$ cat src/rtl/cordic_pkg.sv
// Shared constants for the CORDIC blocks: arctangent table, gain correction and FSM states.
package cordic_pkg;

    localparam int MAX_ITER = 12;
    localparam int LUT_W    = 16;
    localparam int FRAC_IN  = 6;
    localparam int K_FRAC   = 12;

    // 1/K for 12 micro-rotations, Q1.12
    localparam logic signed [LUT_W-1:0] CORDIC_K = 16'sd2487;

    // atan(2^-i) in Q1.12
    localparam logic signed [LUT_W-1:0] ATAN_LUT [MAX_ITER] = '{
        16'sd3217, 16'sd1899, 16'sd1003, 16'sd509,
        16'sd256,  16'sd128,  16'sd64,   16'sd32,
        16'sd16,   16'sd8,    16'sd4,    16'sd2
    };

    typedef enum logic [1:0] {
        IDLE   = 2'd0,
        ROTATE = 2'd1,
        SCALE  = 2'd2,
        DONE   = 2'd3
    } state_t;

endpackage

$ cat src/rtl/cordic_round_sat.sv
// Round-half-up by FRAC_SH bits, then saturate into a signed OUT_W result.
module cordic_round_sat #(
    parameter int IN_W    = 16,
    parameter int FRAC_SH = 6,
    parameter int OUT_W   = 8
) (
    input  logic signed [IN_W-1:0]  v_i,
    output logic signed [OUT_W-1:0] q_o
);

    localparam logic signed [IN_W:0] MAX_V = {{(IN_W-OUT_W+2){1'b0}}, {(OUT_W-1){1'b1}}};
    localparam logic signed [IN_W:0] MIN_V = ~MAX_V;
    localparam logic signed [IN_W:0] RND   = {{(IN_W+1-FRAC_SH){1'b0}}, 1'b1, {(FRAC_SH-1){1'b0}}};

    function automatic logic signed [OUT_W-1:0] round_sat(input logic signed [IN_W-1:0] v);
        logic signed [IN_W:0] sum;
        logic signed [IN_W:0] sh;
        sum = {v[IN_W-1], v} + RND;
        sh  = sum >>> FRAC_SH;
        if (sh > MAX_V)
            return MAX_V[OUT_W-1:0];
        else if (sh < MIN_V)
            return MIN_V[OUT_W-1:0];
        else
            return sh[OUT_W-1:0];
    endfunction

    always_comb begin
        q_o = round_sat(v_i);
    end

endmodule

$ cat src/rtl/cordic_vectoring.sv
// Iterative CORDIC vectoring engine: (x, y) in Q1.6 -> gain-corrected magnitude and atan2 angle in Q1.6.
module cordic_vectoring
    import cordic_pkg::*;
#(
    parameter int DATA_WIDTH = 8,
    parameter int ITER_COUNT = 12,
    parameter int INT_WIDTH  = 16
) (
    input  logic                         clk,
    input  logic                         rst,
    input  logic                         in_valid,
    output logic                         in_ready,
    input  logic signed [DATA_WIDTH-1:0] x_in,
    input  logic signed [DATA_WIDTH-1:0] y_in,
    output logic                         out_valid,
    input  logic                         out_ready,
    output logic signed [DATA_WIDTH-1:0] mag_out,
    output logic signed [DATA_WIDTH-1:0] angle_out,
    output logic                         range_err
);

    localparam int IT_W = $clog2(MAX_ITER);
    localparam int PW   = 2 * INT_WIDTH;

    state_t                        state_q, state_d;
    logic [IT_W-1:0]               iter_q;
    logic                          err_q, zero_q, rerr_q;
    logic signed [INT_WIDTH-1:0]   x_q, y_q, z_q;
    logic signed [DATA_WIDTH-1:0]  mag_q, ang_q;
    logic signed [DATA_WIDTH-1:0]  mag_rs, ang_rs;

    logic                          accept, last_iter;
    logic signed [INT_WIDTH-1:0]   xs, ys, lut;
    logic signed [PW-1:0]          prod, m;

    assign accept    = in_valid && (state_q == IDLE);
    assign last_iter = (iter_q == IT_W'(ITER_COUNT - 1));

    always_comb begin
        xs   = x_q >>> iter_q;
        ys   = y_q >>> iter_q;
        lut  = INT_WIDTH'(ATAN_LUT[iter_q]);
        prod = PW'(x_q) * PW'(CORDIC_K);
        m    = prod >>> K_FRAC;
    end

    cordic_round_sat #(.IN_W(PW), .FRAC_SH(FRAC_IN), .OUT_W(DATA_WIDTH)) u_rs_mag (
        .v_i (m),
        .q_o (mag_rs)
    );

    cordic_round_sat #(.IN_W(INT_WIDTH), .FRAC_SH(FRAC_IN), .OUT_W(DATA_WIDTH)) u_rs_ang (
        .v_i (z_q),
        .q_o (ang_rs)
    );

    // Datapath: sign-extended Q1.6 -> Q3.12 load, then one micro-rotation per edge
    always_ff @(posedge clk) begin
        if (accept) begin
            x_q <= {{(INT_WIDTH-DATA_WIDTH-FRAC_IN){x_in[DATA_WIDTH-1]}}, x_in, {FRAC_IN{1'b0}}};
            y_q <= {{(INT_WIDTH-DATA_WIDTH-FRAC_IN){y_in[DATA_WIDTH-1]}}, y_in, {FRAC_IN{1'b0}}};
            z_q <= '0;
        end else if (state_q == ROTATE) begin
            if (!y_q[INT_WIDTH-1]) begin
                x_q <= x_q + ys;
                y_q <= y_q - xs;
                z_q <= z_q + lut;
            end else begin
                x_q <= x_q - ys;
                y_q <= y_q + xs;
                z_q <= z_q - lut;
            end
        end
    end

    always_ff @(posedge clk or negedge rst) begin
        if (!rst) begin
            state_q <= IDLE;
            iter_q  <= '0;
            err_q   <= 1'b0;
            zero_q  <= 1'b0;
            rerr_q  <= 1'b0;
            mag_q   <= '0;
            ang_q   <= '0;
        end else begin
            state_q <= state_d;
            if (accept) begin
                iter_q <= '0;
                err_q  <= x_in[DATA_WIDTH-1];
                zero_q <= (x_in == '0) && (y_in == '0);
            end else if (state_q == ROTATE) begin
                iter_q <= iter_q + 1'b1;
            end
            // Invalid or zero operands run the full latency; only the result is masked
            if (state_q == SCALE) begin
                mag_q  <= (err_q || zero_q) ? '0 : mag_rs;
                ang_q  <= (err_q || zero_q) ? '0 : ang_rs;
                rerr_q <= err_q;
            end
        end
    end

    always_comb begin
        state_d = state_q;
        case (state_q)
            IDLE:    if (in_valid) state_d = ROTATE;
            ROTATE:  if (last_iter) state_d = SCALE;
            SCALE:   state_d = DONE;
            DONE:    if (out_ready) state_d = IDLE;
            default: state_d = IDLE;
        endcase
    end

    always_comb begin
        in_ready  = (state_q == IDLE);
        out_valid = (state_q == DONE);
        mag_out   = mag_q;
        angle_out = ang_q;
        range_err = rerr_q;
    end

endmodule

$ cat config.mk
export PLATFORM = sky130hd
export DESIGN_NAME = cordic_vectoring
export DESIGN_NICKNAME = d
export VERILOG_FILES = /design/src/rtl/cordic_pkg.sv /design/src/rtl/cordic_round_sat.sv /design/src/rtl/cordic_vectoring.sv
export SDC_FILE = /design/constraint.sdc
export NUM_CORES = 1
export LEC_CHECK = 0
export CAP_MARGIN = 15
export CORE_MARGIN = 2
export CORE_UTILIZATION = 45
export CTS_CLUSTER_DIAMETER = 120
export DETAILED_ROUTE_END_ITERATION = 8
export GPL_TIMING_DRIVEN = 0
export REMOVE_ABC_BUFFERS = 1
export SYNTH_ARGS = -nofsm -noshare
export SYNTH_HDL_FRONTEND = slang
export SYNTH_SLANG_ARGS = --single-unit
$ cat constraint.sdc
create_clock -name clk -period 7.15 [get_ports clk]
set_input_delay 0.715 -clock clk [delete_from_list [all_inputs] [get_ports clk]]
set_output_delay 0.715 -clock clk [all_outputs]
set_load 0.02 [all_outputs]
==> reports/metrics.yaml <==
status: "complete, no violations"
synth_async_sr_flop_share_pct: 34.25
fin_nets: 1592
fin_crit_sh_pct: 95.31
cts.clk_slew.worst_paths_ps: 70
timing.setup.tns_ps: 0
slew_headroom_pct: 15.15
dieArea_um2: 26610
end_kind: "flop"
yosysWarnings: 0
maxCapViolCount: 0
placed_cell_area_um2: 12090
path_max_fanout: 10
arrival_ps: 7080
synth_edf_count: 20
drc: 0
fill_cells: 2401
cts_tree: "built"
dpl.hpwl_um: 22040
vias_per_cell: 5.619
finClkSkew_ps: 9.169
rr_startpoint: "x_q[5]"
holdCritStartpoint: "z_q[0]"
htreeDepth: 3
dr_total_vias: 9451
period_minus_slack_ps: 6814
layout_common_cells: "172 x inv_1, 140 x ha_1, 121 x nor2_1, 105 x nand2_1, 84 x fa_1"
drive_gt1_share_pct: 8.062
grt_pass1_wl_um: 45950
critPathRequiredTime_ps: 7410
mostFrequentLayoutCell: "inv_1"
syn_inst: 1321
synthTopCellsByArea: "ha_1 15%, fa_1 15%, inv_1 5.7%"
rows: 58
grt_overflow: 0
drt_iter0_markers: 621
port_buffers: 38
coreArea_um2: 25040
cts.sinks: 73
synth_top_area_cell: "ha_1"
tightest_slew_ps: 1263
setup_viol: 0
synth_cell_types: 80
start_util_pct: 45.51
clock_path_buffers: 2
synth.avg_cell_area_um2: 8.626
slew_viol_final: 0
antenna_cells: 0
postCtsHoldBufs: 0
chipHeight_um: 163.1
r2r-end: "mag_out[6]"
hold_depth: 2
synthToLayoutAreaGrowth_pct: 10.37
ys_seq_area_share_pct: 15.68
final-hold-violation-count: 0
holdPathEnd: "z_q[0]"
groute.usage.overall_pct: 21.55
drtPass1Iterations: 5
r2r_cells: 23
ios: 39
place.gp.congestion: 0.8903
netlist.area_leader.share_pct: 15.48
antenna_found_initial: 0
timing.fmax_ghz: 0.1467
grt_max_degree: 42
cts.root.buffer_cell: "clkbuf_16"
wirelength_um: 28050
ant_nets: 0
path_class: "reg2reg"
startpoint_type: "flop"
dieWidth_um: 163.1
synth-main-ff-cell: "dfxtp_1"
yosys_register_bits: 73
grt_pass1_vias: 8926
hold_path.class: "reg2reg"
clk_latency_ps: 350
design_area_um2: 12580
r2r_setup_slack_ps: 340
numCtsBuffers: 9
synth_area_um2: 11390
routedWlPerCell_um: 16.67
==> routing by layer <==
| metal | wire [µm] | global-route usage (%) | up-vias |
|---|---|---|---|
| met4 | 388 | 4.988 | 0 |
| li1 | - | - | 4661 |
| met3 | 1058 | 2.438 | 23 |
| met2 | 13060 | 35.00 | 206 |
| met5 | 0 | 0 | - |
| met1 | 13540 | 30.87 | 4561 |
==> through the flow <==
| stage | hold slack [ps] | cells | util [%] | setup slack (ps) |
|---|---|---|---|---|
| global placement | 465.1 | 1640 | 47.87 | -801.8 |
| finish | 484.8 | 1682 | 50.23 | 335.6 |
| detailed placement | 475.1 | 1644 | 48.31 | -184.7 |
| floorplan | 419.4 | 1272 | - | 709.3 |
| CTS | 484.9 | 1661 | 49.51 | 104.1 |
| global route | 526.2 | 1682 | 50.23 | -11.28 |
==> critical path, cell delays in order, from the launching register on <==
cell and delay, ps:
dfxtp_1 670, ha_1 380, xor2_1 170, ha_1 180, a21o_1 170, fa_1 590
fa_1 450, fa_1 490, ha_1 320, a21oi_1 360, o21a_1 240, a211oi_4 80
a211oi_1 280, xor2_1 140, inv_1 100, ha_1 180, inv_1 40, or3b_1 510
or2_1 360, o41a_1 410, o21ai_1 120, a32oi_2 70, buf_4 230, o221ai_1 200
==> cell families (layout without fill, tap and decap cells) <==
family / count (synthesis) / count (layout) / share of synthesized area (%)
adders and majority gates: 225 / 225 / 30.24
muxes: 61 / 61 / 8.323
AOI/OAI and AO/OA: 299 / 299 / 17.14
xor gates and xnor gates: 89 / 89 / 6.841
DFF: 73 / 73 / 15.68
buffers and inverters: 223 / 254 / 7.511
and+or+nand+nor: 351 / 351 / 14.26
==> flip-flops by register name, summed over array words and instances, names as in the netlist <==
signal	flops
angle_out	8
err_q	1
iter_q	4
mag_out	8
range_err	1
state_q	2
x_q	16
y_q	16
z_q	16
zero_q	1
==> synthesized netlist by cell type (6+ instances only) <==
cell type / count
nand4_1: 8
nand3_1: 15
clkbuf_1: 33
o21ai_0: 74
xor2_1: 29
o21a_1: 8
a21o_1: 19
dfrtp_1: 25
o31ai_1: 6
a211oi_1: 17
mux2_2: 10
a21oi_1: 72
nor4_1: 8
nand2_1: 105
nor2_1: 122
o221ai_1: 13
and3_1: 9
inv_1: 172
mux4_2: 26
a31oi_1: 22
mux2i_1: 25
nor3_1: 23
fa_1: 84
or2_2: 9
buf_1: 9
nand2b_1: 10
xnor2_1: 60
a21boi_0: 8
o21bai_1: 10
dfxtp_1: 28
nor2b_1: 9
edfxtp_1: 20
and2_1: 11
ha_1: 141
==> area by class of cell <==
| type | count | area [µm²] | area share (%) |
|---|---|---|---|
| Clock buffer | 9 | 225.2 | 1.791 |
| Clock inverter | 7 | 61.31 | 0.4875 |
| Inverter | 174 | 653.1 | 5.194 |
| Multi-Input combinational cell | 1025 | 8786 | 69.86 |
| Sequential cell | 73 | 1789 | 14.23 |
| Tap cell | 330 | 412.9 | 3.283 |
| Timing Repair Buffer | 64 | 648.1 | 5.154 |
==> timing repair <==
action | 4_1_cts | 5_1_grt
endpoints found under the setup margin | 7 | 8
pin swaps | 0 | 1
gates resized for setup | 2 | 5
buffers inserted | 1 | 21
==> how the worst max path moves through the flow <==
stage                        from    endpoint  slack [ps]  cells past startpoint
after floorplan           x_q[15]  mag_out[6]         710                     20
after global placement    x_q[15]  mag_out[6]        -800                     20
after detailed placement  x_q[15]  mag_out[6]        -180                     21
after CTS                  x_q[9]  mag_out[6]         100                     24
after global routing       x_q[9]  mag_out[0]         -10                     24
final                      x_q[5]  mag_out[6]         340                     23
Power is not shown: default switching activity piles up to over one toggle a cycle in this logic, so the estimate is an artifact.
